**src/rtl/hr_pkg.sv**
```systemverilog
// hr_pkg -- shared definitions for the heart-rate LUT display controller.
//
// Contents:
//   hr_state_t            sequencer state encoding
//   HR_*_DEF              default LUT base, display IO addresses and highest index
//   HR_LUT_ENTRY_BYTES    bytes per LUT entry (low BCD byte, then high BCD byte)
//   hr_entry_addr()       8-bit (modulo 256) address of one byte of a LUT entry
package hr_pkg;

   typedef enum logic [2:0] {
      IDLE  = 3'd0,
      RD_LO = 3'd1,
      RD_HI = 3'd2,
      WR_LO = 3'd3,
      WR_HI = 3'd4,
      DONE  = 3'd5
   } hr_state_t;

   localparam logic [7:0] HR_LUT_BASE_DEF     = 8'd0;
   localparam logic [7:0] HR_DISP_LO_ADDR_DEF = 8'd252;
   localparam logic [7:0] HR_DISP_HI_ADDR_DEF = 8'd253;
   localparam int         HR_MAX_INDEX_DEF    = 29;
   localparam int         HR_LUT_ENTRY_BYTES  = 2;

   // Byte address of entry idx; hi_sel picks the second byte of the entry.
   // All terms are 8 bits wide so the sum wraps modulo 256.
   function automatic logic [7:0] hr_entry_addr(input logic [7:0] base,
                                                input logic [4:0] idx,
                                                input logic       hi_sel);
      logic [7:0] offset;
      offset = 8'(idx) * 8'(HR_LUT_ENTRY_BYTES);
      return base + offset + {7'd0, hi_sel};
   endfunction

endpackage

```
**src/rtl/hr_port_mux.sv**
```systemverilog
// hr_port_mux -- arbitration of the single shared memory port.
//
// Ports:
//   seq_sel                     1 = sequencer owns the port, 0 = CPU owns it
//   cpu_req/addr/data/mw        CPU side request
//   cpu_q, cpu_stall            CPU side response
//   seq_addr/data/mw            sequencer side drive
//   mem_addr/data/mw, mem_q     shared memory port
//
// An undriven port (CPU owner without a request) parks at address/data 0
// with the write enable low.
module hr_port_mux (
   input  logic       seq_sel,
   input  logic       cpu_req,
   input  logic [7:0] cpu_addr,
   input  logic [7:0] cpu_data,
   input  logic       cpu_mw,
   output logic [7:0] cpu_q,
   output logic       cpu_stall,
   input  logic [7:0] seq_addr,
   input  logic [7:0] seq_data,
   input  logic       seq_mw,
   output logic [7:0] mem_addr,
   output logic [7:0] mem_data,
   output logic       mem_mw,
   input  logic [7:0] mem_q
);

   always_comb begin
      mem_addr  = 8'd0;
      mem_data  = 8'd0;
      mem_mw    = 1'b0;
      cpu_q     = 8'd0;
      cpu_stall = 1'b0;
      if (seq_sel) begin
         mem_addr  = seq_addr;
         mem_data  = seq_data;
         mem_mw    = seq_mw;
         cpu_stall = cpu_req;
      end else begin
         cpu_q = mem_q;
         if (cpu_req) begin
            mem_addr = cpu_addr;
            mem_data = cpu_data;
            mem_mw   = cpu_mw;
         end
      end
   end

endmodule

```
**src/rtl/hr_lut_ctrl.sv**
```systemverilog
// hr_lut_ctrl -- reads a 2-byte BCD entry from a lookup table in shared
// memory and writes it to the two display IO addresses.
//
// Ports:
//   CLK, RESET          clock; synchronous active-high reset
//   cpu_req/addr/data/mw, cpu_q, cpu_stall   CPU access to the shared port
//   hr_start, hr_index  start a display of LUT entry hr_index
//   hr_busy             sequencer owns the memory port
//   hr_done             one-cycle pulse after both display bytes are written
//   hr_err              one-cycle pulse when an index is rejected
//   mem_addr/data/mw, mem_q   shared memory port (mem_q combinational)
//
// Build option: define HR_LUT_CLAMP_EN to clamp out-of-range indices to
// MAX_INDEX instead of rejecting them (hr_err is then constant 0).
module hr_lut_ctrl
   import hr_pkg::*;
#(
   parameter logic [7:0] LUT_BASE     = HR_LUT_BASE_DEF,
   parameter int         MAX_INDEX    = HR_MAX_INDEX_DEF,
   parameter logic [7:0] DISP_LO_ADDR = HR_DISP_LO_ADDR_DEF,
   parameter logic [7:0] DISP_HI_ADDR = HR_DISP_HI_ADDR_DEF
) (
   input  logic       CLK,
   input  logic       RESET,
   input  logic       cpu_req,
   input  logic [7:0] cpu_addr,
   input  logic [7:0] cpu_data,
   input  logic       cpu_mw,
   output logic [7:0] cpu_q,
   output logic       cpu_stall,
   input  logic       hr_start,
   input  logic [4:0] hr_index,
   output logic       hr_busy,
   output logic       hr_done,
   output logic       hr_err,
   output logic [7:0] mem_addr,
   output logic [7:0] mem_data,
   output logic       mem_mw,
   input  logic [7:0] mem_q
);

   hr_state_t  state_q, state_d;
   logic [4:0] idx_q;
   logic [7:0] lo_byte_q;
   logic [7:0] hi_byte_q;

   logic       idle;
   logic       idx_over;
   logic       start_acc;
   logic [4:0] idx_load;

   logic [7:0] seq_addr;
   logic [7:0] seq_data;
   logic       seq_mw;

   assign idle     = (state_q == IDLE);
   assign idx_over = (int'(hr_index) > MAX_INDEX);

`ifdef HR_LUT_CLAMP_EN
   // Out-of-range requests run against the last valid entry.
   assign start_acc = idle & hr_start;
   assign idx_load  = idx_over ? 5'(MAX_INDEX) : hr_index;
   assign hr_err    = 1'b0;
`else
   logic err_q;

   // A rejected request leaves the FSM idle and reports one cycle later.
   assign start_acc = idle & hr_start & ~idx_over;
   assign idx_load  = hr_index;
   assign hr_err    = err_q;

   always_ff @(posedge CLK) begin
      if (RESET) begin
         err_q <= 1'b0;
      end else begin
         err_q <= idle & hr_start & idx_over;
      end
   end
`endif

   always_ff @(posedge CLK) begin
      if (RESET) begin
         state_q   <= IDLE;
         idx_q     <= 5'd0;
         lo_byte_q <= 8'd0;
         hi_byte_q <= 8'd0;
      end else begin
         state_q <= state_d;
         // The index is frozen at start; later hr_index changes are ignored.
         if (start_acc) begin
            idx_q <= idx_load;
         end
         if (state_q == RD_LO) begin
            lo_byte_q <= mem_q;
         end
         if (state_q == RD_HI) begin
            hi_byte_q <= mem_q;
         end
      end
   end

   always_comb begin
      state_d  = state_q;
      seq_addr = 8'd0;
      seq_data = 8'd0;
      seq_mw   = 1'b0;
      unique case (state_q)
         IDLE: begin
            if (start_acc) begin
               state_d = RD_LO;
            end
         end
         RD_LO: begin
            seq_addr = hr_entry_addr(LUT_BASE, idx_q, 1'b0);
            state_d  = RD_HI;
         end
         RD_HI: begin
            seq_addr = hr_entry_addr(LUT_BASE, idx_q, 1'b1);
            state_d  = WR_LO;
         end
         WR_LO: begin
            seq_addr = DISP_LO_ADDR;
            seq_data = lo_byte_q;
            seq_mw   = 1'b1;
            state_d  = WR_HI;
         end
         WR_HI: begin
            seq_addr = DISP_HI_ADDR;
            seq_data = hi_byte_q;
            seq_mw   = 1'b1;
            state_d  = DONE;
         end
         DONE: begin
            state_d = IDLE;
         end
         default: begin
            state_d = IDLE;
         end
      endcase
   end

   // The CPU keeps the port in IDLE (including the start cycle) and DONE.
   assign hr_busy = (state_q == RD_LO) || (state_q == RD_HI) ||
                    (state_q == WR_LO) || (state_q == WR_HI);
   assign hr_done = (state_q == DONE);

   hr_port_mux u_port_mux (
      .seq_sel   (hr_busy),
      .cpu_req   (cpu_req),
      .cpu_addr  (cpu_addr),
      .cpu_data  (cpu_data),
      .cpu_mw    (cpu_mw),
      .cpu_q     (cpu_q),
      .cpu_stall (cpu_stall),
      .seq_addr  (seq_addr),
      .seq_data  (seq_data),
      .seq_mw    (seq_mw),
      .mem_addr  (mem_addr),
      .mem_data  (mem_data),
      .mem_mw    (mem_mw),
      .mem_q     (mem_q)
   );

endmodule

```
**config.mk**
```make
export PLATFORM = sky130hd
export DESIGN_NAME = hr_lut_ctrl
export DESIGN_NICKNAME = d
export VERILOG_FILES = /design/src/rtl/hr_pkg.sv /design/src/rtl/hr_port_mux.sv /design/src/rtl/hr_lut_ctrl.sv
export SDC_FILE = /design/constraint.sdc
export NUM_CORES = 1
export LEC_CHECK = 0
export ABC_CLOCK_PERIOD_IN_PS = 4500
export CORE_MARGIN = 2
export CORE_UTILIZATION = 45
export DETAILED_ROUTE_END_ITERATION = 7
export MAX_ROUTING_LAYER = met4
export PLACE_DENSITY = 0.89
export SYNTH_ARGS = -nofsm -noshare
export SYNTH_HDL_FRONTEND = slang
export SYNTH_HIERARCHICAL = 1
export SYNTH_SLANG_ARGS = --single-unit
```
**constraint.sdc**
```tcl
create_clock -name CLK -period 4.5 [get_ports CLK]
set_clock_uncertainty 0.2 [all_clocks]
set_input_delay 0.9 -clock CLK [delete_from_list [all_inputs] [get_ports CLK]]
set_output_delay 0.9 -clock CLK [all_outputs]
set_load 0.01 [all_outputs]
```
==> key figures, run 1 <==
Setup path
  – Worst setup EP type: output pin
  – Crit Path Max Fanout: 15
  – Crit path buffers/inverters: 2
  – Critical Path RT: ~3.4 ns
  – FF-to-FF Start: state_q[2]$_SDFFE_PP0P_
  – R2R Setup Slk: about 2.5 ns
  – Cell Chain, Critical Path: nor2_1 > xnor2_2 > buf_4 > a22o_1 > clkdlybuf4s50_1
  – Cell family with most CP delay: buffers and inverters
  – Critical path arrival: 2.79 ns
  – Worst Setup SP: state_q[1]$_SDFFE_PP0P_
  – CP Class: reg2out
  – Crit path launch type: register
  – Worst path slowest cell: dfxtp_1
  – CP peak stage delay: 0.66 ns

Die
  – Die Area: 3640 sq um
  – Die Span Y: 60.3 um
  – Initial Util: 47.1%
  – Core area: 3030 sq um
  – Core Rows: 20
  – Die width: 60.3 um
  – Total I/O pin count: 63

STA
  – Fmax: ~260 MHz
  – Worst-Margin Slew: between 0.9 and 1 ns
  – Final TNS setup: 0 ns
  – RSZ-0062 raised after global routing: false
  – # setup viols final: 0
  – Final hold vios: 0
  – Final Max Slew Viols: 0
  – Period utilisation layout: 86.5%
  – Slew HR: ~38%
  – Min Tclk post-route: between 3 and 4 ns

Cells and area
  – Final #Nets: about 250
  – Most common cell after layout, fill and taps aside: clkdlybuf4s50_1
  – Post-route cell area: roughly 2100 sq um
  – Final core occ: 68.8%
  – Ant diodes: 0
  – Fraction of layout cells with a size suffix above 1: a little under a tenth
  – Non-filler cells, final: 254
  – Area delta synth->final: 46.1%
  – Most frequent cells in the layout: clkdlybuf4s50_1 (62), a22o_1 (25), dfxtp_1 (25)

Hold path
  – Hold_sp: idx_q[1]$_SDFFE_PP0P_
  – Hold WC Path Type: reg2reg

Global routing
  – Largest net degree at the start of global routing: 27
  – Tot GR Track Use: 22.9%
  – GRT overflow: 0
  – First-pass GRT wire length: ~6000 um
  – Antenna violations before repair: 0
  – Vias in the first global route: between 1000 and 1500

Clock tree
  – Clock sinks: 25
  – Max clock buf depth: 2
  – Clock Latency Late Sink: about 0.31 ns
  – CTS clk-pin slew, worst paths: about 0.14 ns
  – Clk root buf: clkbuf_4
  – Number of setup buffers added after CTS: 0
  – Post-CTS Resized: 0
  – Number of hold buffers added after CTS: 0
  – CTS tree: yes
  – Num CTS Buffers: 3
  – Htree depth: 1

Synthesis
  – Synth area leader: dfxtp_1
  – Synth cell types: 28
  – Area contributors post-synth: dfxtp_1 (35%), a22o_1 (15%), mux2i_1 (12%)
  – Synthesis Warnings: 6
  – Syn_area_per_cell: 9.14 sq um
  – Post-Synthesis Cells: between 150 and 200
  – Net count after synthesis: 190
  – Area share of the leading cell type in the synthesized netlist: about a third
  – Register area share after synthesis: about a third
  – Synth Register Bits: 25
  – Mapped Area: 1430 sq um

Run
  – Max-cap violations: 0

Power
  – Leakage: roughly 0.81 nW
  – Max rail drop VDD: 0.000239 V
  – Cell area power density: around 450 nW/um^2

Drt
  – Routed len/inst: between 10 and 15 um
  – Drt drc: 0
  – Starting DRT DRC Count: 18
  – WL final: 3790 um
  – Vias: 1375
  – Vias per cell: 5.41
  – Drt first pass iters: 4
  – Antenna viol nets, final: 0

Placed design
  – Placed Instance Area: a little over 2000 sq um
  – Cells after DPL: 250
  – GPL Wtd Cong: ~0.8
  – # port buffers: 62
  – Post-DP HPWL: 2890 um

Run status
  – Status: finished clean
flip-flops by register name, indices dropped and copies added, names as in the netlist:
register / count
state_q: 3
lo_byte_q: 8
hr_err: 1
idx_q: 5
hi_byte_q: 8
power by group:
part	internal, W	total (W)	switching (W)
Combinational	0.000287	0.000534	0.000248
Clock	0.0000331	0.0000987	0.0000656
Sequential	0.000262	0.000308	0.0000455
Total	0.000582	0.000941	0.000359
worst register-to-register path, delay by kind of cell (launching register included):
kind	cells	cell delay, ns
and+or+nand+nor	3	1.02
DFF	1	0.73
cells in the mapped netlist:
cell type and count:
a211o_1 1, and3b_1 2, nand2b_4 1, and2_1 2, inv_1 4, nand4_1 1
or4b_1 1, or2_2 3, nor2_1 23, o21a_1 2, xnor2_1 3, nor3_1 2
buf_6 3, nor3b_1 2, clkbuf_1 6, a22o_1 25, buf_2 6, o21ai_0 4
dfxtp_1 25, nor3b_2 1, and2b_1 1, a211oi_2 4, nand2b_1 2, mux2i_1 17
nor2b_4 1, nand2_1 1, a21oi_1 5, nor2b_1 8
per-stage QoR:
stage                     total power, W  hold WS, ns  setup slack, ns
after floorplan                 0.000639        0.245             1.64
after global placement          0.000828        0.257            0.903
after detailed placement        0.000848        0.268            0.862
after CTS                       0.000946        0.288            0.604
after global routing             0.00100        0.301            0.433
final                           0.000941        0.285            0.607
layer usage:
metal | vias up | wire length [um] | GRT usage [%]
met2 | 47 | 2050 | 42.1
li1 | 666 | - | -
met1 | 660 | 1520 | 26.2
met4 | 0 | 27 | 5.40
met3 | 2 | 193 | 2.60
met5 | - | 0 | -
cell type report:
class | instances | area [sq um]
multi-input combinational | 112 | 842
fill | 249 | 945
timing repair buffer | 65 | 643
tap | 44 | 55.1
sequential | 25 | 500
clock inverter | 1 | 5.00
clock buffer | 3 | 22.5
inverter | 4 | 15.0
cell families after synthesis:
kind of cell              synth area share, %
muxes                                    11.9
and+or+nand+nor                          20.4
AOI/OAI and AO/OA                        23.7
buffers and inverters                    7.10
xor gates and xnor gates                 1.84
DFF                                      35.1
worst paths after layout:
| check | to | cells after the start |
|---|---|---|
| setup / recovery | mem_data[1] | 5 |
| hold / removal | idx_q[1]$_SDFFE_PP0P_ | 2 |
| setup reg to reg | state_q[2]$_SDFFE_PP0P_ | 3 |
| hold reg to reg | idx_q[1]$_SDFFE_PP0P_ | 2 |
No activity file was read; power rests on OpenSTA's default activity.
==> inputs of run 2 (changes only) <==
CORE_MARGIN = not set   (was 2)
==> run 2 against run 1 <==
Compared with the run above: clock power shrank 1%; global-route usage up 0.92 points; non-clock buffer count did not move; maximum frequency shrank 1.7%; core utilization about the same; via count increased by 0.80%; final area barely moved; critical path type unchanged.
==> key figures, run 2 (synthesis results as in run 1) <==
Drt
  – Drt drc: 0
  – Vias: 1386
  – Drt first pass iters: 4
  – Vias per cell: 5.46
  – WL final: between 3000 and 4000 um
  – Antenna viol nets, final: 0
  – Starting DRT DRC Count: 41
  – Routed len/inst: ~15 um

Cells and area
  – Non-filler cells, final: about 250
  – Fraction of layout cells with a size suffix above 1: 9.05%
  – # fillers: 247
  – Ant diodes: 0
  – Final #Nets: 245
  – Top Registers: hi_byte_q: 8 flops, lo_byte_q: 8 flops, idx_q: 5 flops
  – Most common cell after layout, fill and taps aside: clkdlybuf4s50_1
  – Most frequent cells in the layout: clkdlybuf4s50_1 (62), a22o_1 (25), dfxtp_1 (25)
  – Final core occ: 68.8%
  – Area delta synth->final: 46.0%

Power
  – Leakage: approximately 0.81 nW
  – Max rail drop VDD: 0.000279 V
  – Total chip power: about 0.00094 W
  – Cell area power density: 453 nW/um^2

STA
  – Fmax: 253 MHz
  – Period utilisation layout: 88.0%
  – Setup ws final: 0.541 ns
  – Final hold vios: 0
  – Worst-Margin Slew: ~0.95 ns
  – # setup viols final: 0
  – Slew HR: 36.5%
  – Final TNS setup: 0 ns
  – Final Max Slew Viols: 0
  – Min Tclk post-route: 3.96 ns
  – RSZ-0062 raised after global routing: false

Die
  – Die Area: 3400 sq um
  – Core area: 3030 sq um
  – Die Span Y: 58.3 um
  – Total I/O pin count: 63
  – Die width: around 60 um
  – Initial Util: between 40 and 50%
  – Core Rows: 20

Placed design
  – Post-DP HPWL: between 2000 and 3000 um
  – Cells after DPL: 250
  – # port buffers: 62
  – Pre-CTS setup slack: between 0.8 and 0.9 ns
  – GPL Wtd Cong: approximately 0.76

Run
  – Max-cap violations: 0

Run status
  – Status: finished clean

Setup path
  – Crit path launch type: register
  – Crit Path Max Fanout: 15
  – R2R cell count: 3
  – Critical Path Sink: mem_data[3]
  – CP Class: reg2out
  – Critical path arrival: 2.86 ns
  – Worst setup EP type: output pin
  – Worst Setup SP: state_q[1]$_SDFFE_PP0P_
  – R2R Setup Slk: 2.52 ns
  – Critical Path RT: 3.40 ns
  – FF-to-FF Start: state_q[2]$_SDFFE_PP0P_
  – Worst reg2reg endpoint: state_q[2]$_SDFFE_PP0P_

Global routing
  – Tot GR Track Use: about a quarter
  – Largest net degree at the start of global routing: 27
  – First-pass GRT wire length: 6090 um
  – Antenna violations before repair: 0
  – GRT overflow: 0
  – Vias in the first global route: 1376

Clock tree
  – CTS clk-pin slew, worst paths: 0.13 ns
  – Post-CTS Resized: 0
  – CTS tree: yes
  – Num CTS Buffers: 3
  – Clk root buf: clkbuf_4
  – Number of hold buffers added after CTS: 0
  – Number of setup buffers added after CTS: 0
  – Clock sinks: 25
  – Clock Latency Late Sink: 0.30 ns
  – Max clock buf depth: 2
  – Htree depth: 1

Hold path
  – Hold WC Path Type: reg2reg
==> run 2: cell count changes in the layout (fill, tap and decap cells not counted) <==
cell / delta
clkbuf_1: +1
clkinv_2: -1
==> run 2: area by class of cell <==
class,count,area (sq um),area share (%)
multi-input cells,112,842,40.4
well taps,44,55.1,2.64
clock buffers,4,26.3,1.26
flip-flops and latches,25,500,24.0
inverters,4,15.0,0.721
repair buffers,65,643,30.9
==> run 2: worst min path at each step <==
stage	start	to	slack [ns]	depth (start not counted)
6_report	idx_q[1]$_SDFFE_PP0P_	idx_q[1]$_SDFFE_PP0P_	0.28	2
5_1_grt	idx_q[1]$_SDFFE_PP0P_	idx_q[1]$_SDFFE_PP0P_	0.32	2
4_1_cts	idx_q[1]$_SDFFE_PP0P_	idx_q[1]$_SDFFE_PP0P_	0.29	2
3_5_place_dp	idx_q[1]$_SDFFE_PP0P_	idx_q[1]$_SDFFE_PP0P_	0.27	2
3_3_place_gp	idx_q[3]$_SDFFE_PP0P_	idx_q[3]$_SDFFE_PP0P_	0.26	2
2_1_floorplan	idx_q[1]$_SDFFE_PP0P_	idx_q[1]$_SDFFE_PP0P_	0.25	2
==> run 2: critical path, cell delays in order, from the launching register on <==
cell and delay, ns:
dfxtp_1 0.66, nor2_1 0.17, xnor2_2 0.66, buf_4 0.33, a22o_1 0.19, clkdlybuf4s50_1 0.54
==> run 2: routing by layer <==
metal / up-vias / track usage, % / wire length [um]
met5: - / - / 0
met4: 0 / 10.5 / 78
met3: 8 / 3.96 / 156
met2: 50 / 43.0 / 2020
met1: 666 / 25.5 / 1510
li1: 662 / - / -
==> run 2: through the flow <==
stage          instance area (sq um)  hold slack [ns]
3_3_place_gp                    2060            0.259
2_1_floorplan                   1430            0.245
6_report                        2080            0.283
5_1_grt                         2080            0.317
4_1_cts                         2080            0.289
3_5_place_dp                    2060            0.271
==> run 2: report_power, final <==
part	leakage (nW)	internal [W]	switching [W]	total (W)
clock	0.0150	0.0000345	0.0000630	0.0000975
sequential	0.204	0.000262	0.0000452	0.000308
combinational	0.588	0.000287	0.000251	0.000538
==> inputs of run 3 (changes only) <==
REMOVE_ABC_BUFFERS = 1   (was not set)
==> run 3 against run 2 <==
Compared with the run above: first-iteration DRC count fell by 24%; non-clock buffer count did not move; largest power group unchanged; hold slack got worse by 0.0060 ns; largest cell class unchanged; critical endpoint is now mem_data[2].
==> key figures, run 3 (synthesis results as in run 1) <==
STA
  – Final TNS setup: 0 ns
  – Fmax: 266 MHz
  – RSZ-0062 raised after global routing: false
  – Period utilisation layout: 83.5%
  – Slew HR: 37.4%
  – Final Max Slew Viols: 0
  – Final hold vios: 0
  – Worst hold slack: 0.277 ns
  – Worst-Margin Slew: roughly 0.94 ns
  – Min Tclk post-route: 3.76 ns
  – # setup viols final: 0

Power
  – Sequential Power Share: 32.9%
  – Leakage: 0.810 nW
  – P_sw: 0.000351 W
  – Cell area power density: roughly 450 nW/um^2
  – Clock power share: 10.5%
  – Switching Fraction: 37.6%
  – Max rail drop VDD: between 0.0002 and 0.00025 V
  – Total chip power: 0.000933 W
  – Int Power: 0.000582 W
  – Comb power frac: about 57%

Cells and area
  – Post-route cell area: 2080 sq um
  – Multi-input logic area: 842 sq um
  – Area delta synth->final: 46.1%
  – Final core occ: 68.8%
  – Most frequent cells in the layout: clkdlybuf4s50_1 (62), a22o_1 (25), dfxtp_1 (25)
  – Final #Nets: 245
  – Top Registers: hi_byte_q: 8 flops, lo_byte_q: 8 flops, idx_q: 5 flops
  – Ant diodes: 0
  – Most common cell after layout, fill and taps aside: clkdlybuf4s50_1
  – Fraction of layout cells with a size suffix above 1: 9.52%
  – # fillers: ~230
  – Reg area: between 500 and 600 sq um

Clock tree
  – Number of setup buffers added after CTS: 0
  – Htree depth: 1
  – Clk root buf: clkbuf_4
  – Num CTS Buffers: 3
  – Clock sinks: 25
  – Clock Latency Late Sink: 0.31 ns
  – CTS tree: yes
  – CTS clk-pin slew, worst paths: 0.14 ns
  – Max clock buf depth: 2
  – Post-CTS Resized: 0
  – Number of hold buffers added after CTS: 0

Die
  – Die Span Y: about 58 um
  – Core area: 3030 sq um
  – Die width: 58.3 um
  – Die Area: 3400 sq um
  – Total I/O pin count: 63
  – Initial Util: 47.1%
  – Core Rows: 20

Setup path
  – Critical path arrival: between 2 and 3 ns
  – Worst reg2reg endpoint: state_q[2]$_SDFFE_PP0P_
  – CP peak stage delay: 0.66 ns
  – FF-to-FF Start: state_q[2]$_SDFFE_PP0P_
  – Crit Path Max Fanout: 19
  – R2R Setup Slk: 2.55 ns
  – Worst setup EP type: output pin
  – Cell Chain, Critical Path: nor2_1 > xnor2_2 > buf_4 > a22o_1 > clkdlybuf4s50_1
  – CP Class: reg2out
  – Critical Path Sink: mem_data[2]
  – Crit path launch type: register
  – R2R cell count: 3
  – Critical Path RT: ~3.4 ns
  – Worst path slowest cell: dfxtp_1
  – Worst Setup SP: state_q[1]$_SDFFE_PP0P_

Drt
  – Antenna viol nets, final: 0
  – Vias per cell: a little over 5
  – WL final: 3370 um
  – Routed len/inst: 13.2 um
  – Starting DRT DRC Count: 31
  – Drt drc: 0
  – Drt first pass iters: 4
  – Vias: 1317

Placed design
  – Post-DP HPWL: 2480 um
  – # port buffers: 62
  – GPL Wtd Cong: 0.765
  – Placed Instance Area: 2060 sq um

Run
  – Max-cap violations: 0

Global routing
  – Vias in the first global route: 1261
  – First-pass GRT wire length: 5400 um
  – Tot GR Track Use: 20.5%
  – Largest net degree at the start of global routing: 27
  – Antenna violations before repair: 0
  – GRT overflow: 0

Run status
  – Status: finished clean

Hold path
  – Hold WC Path Type: reg2reg
==> run 3: stage by stage <==
stage	cells	setup WS, ns
2_1_floorplan	141	0.959
3_3_place_gp	250	0.906
3_5_place_dp	250	0.878
4_1_cts	254	0.697
5_1_grt	254	0.479
6_report	254	0.743
==> run 3: worst min path at each step <==
stage / start / slack, ns / cells after the start / endpoint
floorplan: idx_q[1]$_SDFFE_PP0P_ / 0.24 / 2 / idx_q[1]$_SDFFE_PP0P_
global route: idx_q[2]$_SDFFE_PP0P_ / 0.30 / 2 / idx_q[2]$_SDFFE_PP0P_
CTS: idx_q[3]$_SDFFE_PP0P_ / 0.28 / 2 / idx_q[3]$_SDFFE_PP0P_
detailed placement: idx_q[3]$_SDFFE_PP0P_ / 0.26 / 2 / idx_q[3]$_SDFFE_PP0P_
global placement: idx_q[1]$_SDFFE_PP0P_ / 0.26 / 2 / idx_q[1]$_SDFFE_PP0P_
finish: idx_q[2]$_SDFFE_PP0P_ / 0.28 / 2 / idx_q[2]$_SDFFE_PP0P_
==> run 3: critical path, delay by kind of cell (launching register included) <==
| kind | cells | cell delay, ns |
|---|---|---|
| simple gates | 1 | 0.16 |
| flops | 1 | 0.66 |
| buf+inv | 2 | 0.87 |
| xor+xnor | 1 | 0.48 |
| compound gates | 1 | 0.17 |
==> run 3: area by class of cell <==
| class | count | share of cell area (%) |
|---|---|---|
| inverter | 4 | 0.721 |
| multi-input combinational | 112 | 40.4 |
| timing repair buffer | 65 | 30.9 |
| tap | 44 | 2.64 |
| sequential | 25 | 24.0 |
| clock buffer | 3 | 1.08 |
| clock inverter | 1 | 0.240 |
==> run 3: routing by layer <==
layer  share of wire (%)  global-route usage (%)  up-vias
li1                    -                       -      665
met1                  44                    24.7      604
met2                  49                    35.6       46
met3                 5.9                    3.30        2
met4                0.36                    5.44        0
met5                   0                       -        -
==> run 3: power by group through the flow <==
stage               Combinational, W  Clock (W)  Sequential [W]
floorplan                   0.000293          0        0.000298
global route                0.000572   0.000112        0.000313
finish                      0.000528  0.0000982        0.000307
global placement            0.000517          0        0.000307
detailed placement          0.000531          0        0.000312
CTS                         0.000533   0.000102        0.000306
